File: src/rtl/shift_seq_ctrl.sv
// shift_seq_ctrl: command queue feeding a LOAD/EXEC/CAPT/RESP sequencer for a shift datapath.
// Define SHIFT_SEQ_OPCNT_EN to add the op_count_o completed-response counter.
module shift_seq_ctrl #(
    parameter int FIFO_DEPTH = 4
) (
    input  logic       clk_i,
    input  logic       rst_ni,
    input  logic       cmd_valid_i,
    output logic       cmd_ready_o,
    input  logic [3:0] cmd_data_i,
    input  logic [1:0] cmd_ch_i,
    input  logic [1:0] cmd_sh_i,
    output logic       dp_load_o,
    output logic [3:0] dp_in_o,
    output logic [1:0] dp_ch_o,
    output logic [1:0] dp_sh_o,
    output logic       dp_rg_o,
    input  logic [3:0] dp_out_i,
    output logic       rsp_valid_o,
    input  logic       rsp_ready_i,
    output logic [3:0] rsp_data_o,
    output logic       busy_o
`ifdef SHIFT_SEQ_OPCNT_EN
    ,
    output logic [7:0] op_count_o
`endif
);
    localparam int AW = $clog2(FIFO_DEPTH);
    localparam int CW = AW + 1;

    typedef enum logic [2:0] {IDLE, LOAD, EXEC, CAPT, RESP} state_e;

    state_e        state_q;
    logic [7:0]    mem_q [FIFO_DEPTH];
    logic [AW-1:0] wr_q, rd_q, wr_d, rd_d;
    logic [CW-1:0] cnt_q, cnt_d;
    logic [1:0]    wch_q, wsh_q;
    logic          dp_load_q, dp_rg_q, rsp_valid_q;
    logic [3:0]    dp_in_q, rsp_data_q;
    logic [1:0]    dp_ch_q, dp_sh_q;
    logic          push, pop;
    logic [7:0]    head;

    assign cmd_ready_o = cnt_q != CW'(FIFO_DEPTH);
    assign push        = cmd_valid_i && cmd_ready_o;
    // Pop uses registered occupancy, so a fresh entry is only seen one cycle later.
    assign pop         = (state_q == IDLE) && (cnt_q != '0);
    assign head        = mem_q[rd_q];

    always_comb begin
        wr_d  = push ? wr_q + AW'(1) : wr_q;
        rd_d  = pop ? rd_q + AW'(1) : rd_q;
        cnt_d = cnt_q + CW'(push) - CW'(pop);
    end

    always_ff @(posedge clk_i) begin
        if (push) mem_q[wr_q] <= {cmd_data_i, cmd_ch_i, cmd_sh_i};
    end

    always_ff @(posedge clk_i or negedge rst_ni) begin
        if (!rst_ni) begin
            wr_q  <= '0;
            rd_q  <= '0;
            cnt_q <= '0;
        end else begin
            wr_q  <= wr_d;
            rd_q  <= rd_d;
            cnt_q <= cnt_d;
        end
    end

    always_ff @(posedge clk_i or negedge rst_ni) begin
        if (!rst_ni) begin
            state_q     <= IDLE;
            wch_q       <= '0;
            wsh_q       <= '0;
            dp_load_q   <= 1'b0;
            dp_rg_q     <= 1'b0;
            dp_in_q     <= '0;
            dp_ch_q     <= '0;
            dp_sh_q     <= '0;
            rsp_valid_q <= 1'b0;
            rsp_data_q  <= '0;
        end else begin
            case (state_q)
                IDLE: if (pop) begin
                    state_q   <= LOAD;
                    wch_q     <= head[3:2];
                    wsh_q     <= head[1:0];
                    dp_load_q <= 1'b1;
                    dp_rg_q   <= 1'b0;
                    dp_in_q   <= head[7:4];
                    dp_ch_q   <= 2'b00;
                    dp_sh_q   <= 2'b00;
                end
                LOAD: begin
                    state_q <= EXEC;
                    dp_rg_q <= 1'b1;
                    dp_ch_q <= wch_q;
                    dp_sh_q <= wsh_q;
                end
                EXEC: begin
                    state_q   <= CAPT;
                    dp_load_q <= 1'b0;
                end
                CAPT: begin
                    state_q     <= RESP;
                    rsp_data_q  <= dp_out_i;
                    rsp_valid_q <= 1'b1;
                end
                RESP: if (rsp_ready_i) begin
                    state_q     <= IDLE;
                    rsp_valid_q <= 1'b0;
                end
                default: state_q <= IDLE;
            endcase
        end
    end

    assign dp_load_o   = dp_load_q;
    assign dp_rg_o     = dp_rg_q;
    assign dp_in_o     = dp_in_q;
    assign dp_ch_o     = dp_ch_q;
    assign dp_sh_o     = dp_sh_q;
    assign rsp_valid_o = rsp_valid_q;
    assign rsp_data_o  = rsp_data_q;
    assign busy_o      = (state_q != IDLE) || (cnt_q != '0);

`ifdef SHIFT_SEQ_OPCNT_EN
    logic [7:0] opcnt_q;

    always_ff @(posedge clk_i or negedge rst_ni) begin
        if (!rst_ni) opcnt_q <= '0;
        else if (state_q == RESP && rsp_ready_i) opcnt_q <= opcnt_q + 8'd1;
    end

    assign op_count_o = opcnt_q;
`endif
endmodule

File: config.mk
export PLATFORM = sky130hd
export DESIGN_NAME = shift_seq_ctrl
export DESIGN_NICKNAME = d
export VERILOG_FILES = /design/src/rtl/shift_seq_ctrl.sv
export SDC_FILE = /design/constraint.sdc
export NUM_CORES = 1
export LEC_CHECK = 0
export ABC_AREA = 1
export CORE_MARGIN = 2
export CORE_UTILIZATION = 59
export CTS_CLUSTER_SIZE = 25
export DETAILED_ROUTE_END_ITERATION = 7
export PLACE_DENSITY = 0.81
export SYNTH_ARGS = -nofsm -noshare
export SYNTH_HDL_FRONTEND = slang
export SYNTH_SLANG_ARGS = --single-unit
File: constraint.sdc
create_clock -name clk_i -period 4.8 [get_ports clk_i]
set_input_delay 0.72 -clock clk_i [delete_from_list [all_inputs] [get_ports clk_i]]
set_output_delay 0.72 -clock clk_i [all_outputs]
set_load 0.005 [all_outputs]
==> qor.txt, run 1 <==
layout net count -> 329
first-pass GRT wire length -> 7859 um
Post-Syn Instances -> 267
synthesized net count -> 290
Initial Util -> 0.6083
Clock Tree Buf Depth -> 2
Yosys top cell area share -> 0.3628
Setup violations, final -> 0
antenna violations before repair -> 0
gr ovfl total -> 0
DP HPWL -> 3114 um
port buffer count -> 32
Cell variety after synth -> 19
Antenna Cells -> 0
Routed WL -> 4587 um
Synth Area per Inst -> 9.921 um^2
root buf cell -> clkbuf_8
CP max-delay cell -> clkdlybuf4s50_1
Max IR drop VDD -> 0.3852 mV
post-synth top area cell -> edfxtp_1
RSZ-0062 raised after global routing -> no
DIE AREA -> 5042 um^2
Post-synth EDFFs -> 32
Worst Path Arrival -> 1.63 ns
synth cell count leaders -> nand2_1, inv_1, edfxtp_1
DRT iter0 DRCs -> 66
area grow syn2layout -> 21.26%
cell depth of the worst flop-to-flop path -> 9
Final GP Congestion -> 0.8023
post-synthesis simple-gate area fraction -> 0.2041
HP Class -> reg2reg
dpl ws -> 2.268 ns
CP required -> 4.08 ns
DRC viols -> 0
final-report max-slew violation count -> 0
xor and xnor fraction of the mapped netlist area -> 0.01323
PostCTS Resize Cnt -> 0
max_cap viols -> 0
Worst Slack Setup Final -> 2.450 ns
All-Layer GR Usage -> 0.2091
CP cell instances -> nor3_2, nand2_1, clkdlybuf4s50_1
CP Max Fanout -> 4
number of fill cells in the layout -> 320
Lkg Pwr -> 1.562 nW
crit start category -> register
Die H -> 71.01 um
largest family of logic cells by synthesized area -> simple AND/OR/NAND/NOR gates
Core Area -> 4354 um^2
pin count of the biggest net entering global routing -> 30
most common cell in the netlist -> nand2_1
vias in the first global route -> 1767
layout cells sized above 1 -> 0.08039
Setup CP Type -> reg2out
TNS Setup -> 0 ns
per-cell routed wire length -> 12.64 um
Max Freq -> 425.5 MHz
Critical Path Max Stage Delay -> 0.46 ns
row cnt -> 24
Clock Skew -> 0.006044 ns
CP Capture Type -> output pin
post-synthesis adder-cell area fraction -> 0.03590
Post-CTS Hold Buffers -> 0
Synth Area in Compound Gates -> 0.01323
run status -> finished, final reports clean
Yosys reg bits -> 61
H-tree levels -> 3
Hold Path Stages -> 2
vias post-DR -> 1812
final worst path period share -> 0.4897
measured slew at the worst slew-check pin -> 0.8027 ns
Slew HR -> 0.4629
CTS tree -> built
clock transition at the registers of the reported paths -> 0.07 ns
IO Pins -> 33
Seq/Total Area, Yosys -> 0.6368
Tmin final -> 2.350 ns
Detailed Routing Iterations Pass 1 -> 4
main area contributors after synthesis -> edfxtp_1, dfrtp_1, nand2_1, inv_1, nand3_1
Post-DRT Antenna Nets -> 0
drt via density -> 4.992
placed cell count -> 347
fraction of synthesized area in multiplexers -> 0
leading register cell type out of synthesis -> edfxtp_1
clock buffer count from CTS -> 9
Pwr per Cell Area -> 645.1 nW/um^2
insertion delay to the later sink of the worst-skew pair -> 0.34 ns
asr flop ratio synth -> 0.4754
CTS sink count -> 61
Syn. warnings -> 0
Post-Syn Area -> 2649 um^2
Setup Fix Bufs, Post-CTS -> 0
Fin. Hold Viols -> 0
Die Span X -> 71.01 um
fin cells -> 363
## path summary, 6_finish.rpt
path,slack (ns),start,to
max in group asynchronous,3.75,rst_ni,dp_in_o[0]
min in group asynchronous,0.76,rst_ni,dp_ch_o[0]
setup reg to reg,2.73,state_q[1],cnt_q[2]
hold / removal,0.47,dp_rg_o,dp_rg_o
setup / recovery,2.45,cnt_q[1],busy_o
hold reg to reg,0.47,dp_rg_o,dp_rg_o
## logic make-up (layout without fill, tap and decap cells)
group	after synthesis	in the layout
XOR/XNOR	4	4
flip-flops	61	61
adder cells (fa/ha/maj)	7	7
AND/OR/NAND/NOR	128	128
AO/OA/AOI/OAI	7	7
buffers and inverters	60	104
## layout by cell type (no fill, tap or decap)
cell type	n
buf_4	1
bufinv_16	1
clkbuf_1	1
clkbuf_16	1
clkbuf_8	11
clkdlybuf4s50_1	32
clkinv_2	2
dfrtp_1	29
edfxtp_1	32
fa_1	1
ha_1	6
inv_1	52
inv_2	3
nand2_1	90
nand2_2	3
nand3_1	26
nand3b_1	1
nor2_1	5
nor2_2	1
nor2_4	1
nor3_2	1
o21ai_0	7
xnor2_1	3
xor2_1	1
## report_power, final
group / switching (W) / total [W] / internal [W] / leakage (nW)
logic: 0.000421 / 0.000731 / 0.000310 / 0.800
registers: 0.000121 / 0.000855 / 0.000735 / 0.647
clock network: 0.000188 / 0.000486 / 0.000298 / 0.115
total: 0.000730 / 0.00207 / 0.00134 / 1.56
## metal layers
metal	vias up	GRT usage	routed length, um
li1	902	-	-
met3	9	0.07835	261
met2	51	0.3188	2247
met4	0	0.09224	68
met1	850	0.2706	2008
met5	-	0	0
## cell type report
type	instances	area, um^2	share of cell area
flip-flops and latches	61	1687	0.5251
well taps	52	65.06	0.02026
multi-input cells	146	705.7	0.2197
repair buffers	33	327.8	0.1021
inverters	55	206.4	0.06428
clock inverters	3	40.04	0.01247
clock buffers	13	180.2	0.05610
## through the flow
| step | utilization | instance area (um^2) | total power (W) | hold slack, ns |
|---|---|---|---|---|
| 2_1_floorplan | - | 2649 | 0.001353 | 0.4244 |
| 3_3_place_gp | 0.6871 | 2992 | 0.001556 | 0.4529 |
| 3_5_place_dp | 0.6871 | 2992 | 0.001597 | 0.4588 |
| 4_1_cts | 0.7376 | 3212 | 0.002089 | 0.4751 |
| 5_1_grt | 0.7376 | 3212 | 0.002233 | 0.5040 |
| 6_report | 0.7376 | 3212 | 0.002072 | 0.4711 |
## worst max-delay path, delay by kind of cell (launching register included)
kind	cells	cell delay (ns)
DFF	1	0.45
and+or+nand+nor	2	0.39
buffers and inverters	1	0.46
## registers in the layout, summed over array words and instances, names as in the netlist
| signal | cells |
|---|---|
| dp_ch_o | 2 |
| state_q | 3 |
| dp_rg_o | 1 |
| rsp_valid_o | 1 |
| wch_q | 2 |
| dp_in_o | 4 |
| wsh_q | 2 |
| wr_q | 2 |
| mem_q | 32 |
| dp_sh_o | 2 |
| cnt_q | 3 |
| rd_q | 2 |
| rsp_data_o | 4 |
| dp_load_o | 1 |
(Power assumes the default switching activity.)
==> run 2: changes to the inputs <==
CORE_UTILIZATION = 49   (was 59)
PLACE_DENSITY = 0.72   (was 0.81)
clock period = 2 ns   (was 4.8 ns; I/O delays follow)
==> qor.txt, run 2 (same netlist as run 1, synthesis figures left out) <==
run status -> finished, final reports clean
fin cells -> 389
row cnt -> 26
Lkg Pwr -> 1.578 nW
placed cell count -> 373
clock buffer count from CTS -> 9
Post-CTS Hold Buffers -> 0
Routed WL -> 4577 um
area grow syn2layout -> 22.58%
CP max-delay cell -> dfrtp_1
final-report max-slew violation count -> 0
insertion delay to the later sink of the worst-skew pair -> 0.34 ns
CTS tree -> built
most common cell after layout, fill and taps aside -> nand2_1
Critical Path Max Stage Delay -> 0.44 ns
dpl ws -> -0.03897 ns
met2 usage -> 0.2722
GR peak layer -> met2
Slew HR -> 0.7522
CP required -> 2.22 ns
R2R setup slack -> 0.11 ns
M3 GR Usage -> 0.05233
met1 Use GR -> 0.2176
crit start category -> register
Detailed Routing Iterations Pass 1 -> 4
max_cap viols -> 0
port buffer count -> 32
fin util -> 0.6277
Tmin final -> 1.886 ns
Max IR drop VDD -> 0.6841 mV
DRC viols -> 0
IO Pins -> 33
Crit path max-delay family -> adder cells
H-tree levels -> 3
per-cell routed wire length -> 11.77 um
Final GP Congestion -> 0.7202
Setup violations, final -> 0
DIE AREA -> 6010 um^2
first-pass GRT wire length -> 7852 um
DP HPWL -> 3127 um
Worst Slack Setup Final -> 0.1138 ns
DRT iter0 DRCs -> 104
Die Span X -> 77.53 um
Post-DRT Antenna Nets -> 0
RSZ-0062 raised after global routing -> no
number of flip-flops in the largest register -> 32
vias in the first global route -> 1672
Setup CP Type -> reg2reg
Setup Fix Bufs, Post-CTS -> 0
most frequent CP cell -> inv_1
pin count of the biggest net entering global routing -> 30
Largest Register -> mem_q
Hold WS -> 0.3530 ns
Multi-input gate area -> 710.7 um^2
Max Freq -> 530.2 MHz
layout cells sized above 1 -> 0.1034
measured slew at the worst slew-check pin -> 0.3717 ns
FF+latch area -> 1687 um^2
CP Max Fanout -> 4
Fin. Hold Viols -> 0
number of fill cells in the layout -> 424
HP Class -> in2async
root buf cell -> clkbuf_8
CP cell instances -> inv_1, nand3_1, nand2_2, ha_1, inv_1, ha_1, inv_1, fa_1, xnor2_1
All-Layer GR Usage -> 0.1735
drt via density -> 4.638
clock transition at the registers of the reported paths -> 0.07 ns
Core Area -> 5172 um^2
CP Capture Type -> register
Antenna Cells -> 0
gr ovfl total -> 0
Power Total -> 0.004802 W
Die H -> 77.53 um
Clock Tree Buf Depth -> 2
CTS sink count -> 61
layout net count -> 337
most frequent cells in the layout -> nand2_1, inv_1, clkdlybuf4s50_1, edfxtp_1, dfrtp_1
vias post-DR -> 1804
Worst Path Arrival -> 2.11 ns
Clock Skew -> 0.007925 ns
Initial Util -> 0.5121
final worst path period share -> 0.9431
critical path buffer and inverter count -> 3
Pwr per Cell Area -> 1479 nW/um^2
antenna violations before repair -> 0
==> run 2: cell types whose count changed in the layout (fill, tap and decap cells not counted), sizes merged <==
| cell | change |
|---|---|
| buf | +8 |
| bufinv | -1 |
| clkbuf | -2 |
| clkinv | +2 |
| clkinvlp | +1 |
==> run 2: worst register-to-register path: stages, from the launching register on <==
cell and delay [ns]:
dfrtp_1 0.44, inv_1 0.09, nand3_1 0.15, nand2_2 0.08, ha_1 0.29, inv_1 0.06, ha_1 0.13, inv_1 0.05
fa_1 0.37, xnor2_1 0.13
==> run 2: power by group <==
group          leakage (nW)  internal [W]  total, W  switching, W
logic                 0.844      0.000818   0.00189       0.00107
registers             0.647       0.00176   0.00199      0.000232
clock network        0.0865      0.000472  0.000920      0.000448
total                  1.58       0.00305   0.00480       0.00175
==> run 2: per-stage QoR <==
step | area (um^2) | TNS, ns
final | 3247 | 0
after detailed placement | 3074 | -0.07480
after floorplan | 2649 | 0
after global routing | 3247 | 0
after global placement | 3074 | 0
after CTS | 3242 | 0
==> run 2: per-layer routing <==
layer / share of wire / routed length (um)
met5: 0 / 0
met4: 0.021 / 96
met3: 0.039 / 177
met2: 0.49 / 2237
met1: 0.45 / 2066
==> run 2: cell type report <==
class | count | share of cell area
clock buffer | 11 | 0.04355
timing repair buffer | 41 | 0.1195
sequential | 61 | 0.5195
inverter | 55 | 0.06358
tap | 70 | 0.02697
clock inverter | 5 | 0.008092
multi-input combinational | 146 | 0.2189
==> run 2: what timing repair did <==
item | 4_1_cts | 5_1_grt
endpoints found under the setup margin | 0 | 1
hold endpoints to repair | 0 | 0
resized for setup | 0 | 1
==> run 2: final timing paths <==
check                          start            end  depth (start not counted)
min                           rst_ni     dp_in_o[1]                          2
min reg2reg                dp_load_o      dp_load_o                          2
min in group clk_i         dp_load_o      dp_load_o                          2
max reg2reg                 cnt_q[1]       cnt_q[2]                          9
max                         cnt_q[1]       cnt_q[2]                          9
max in group asynchronous     rst_ni  rsp_data_o[3]                          2
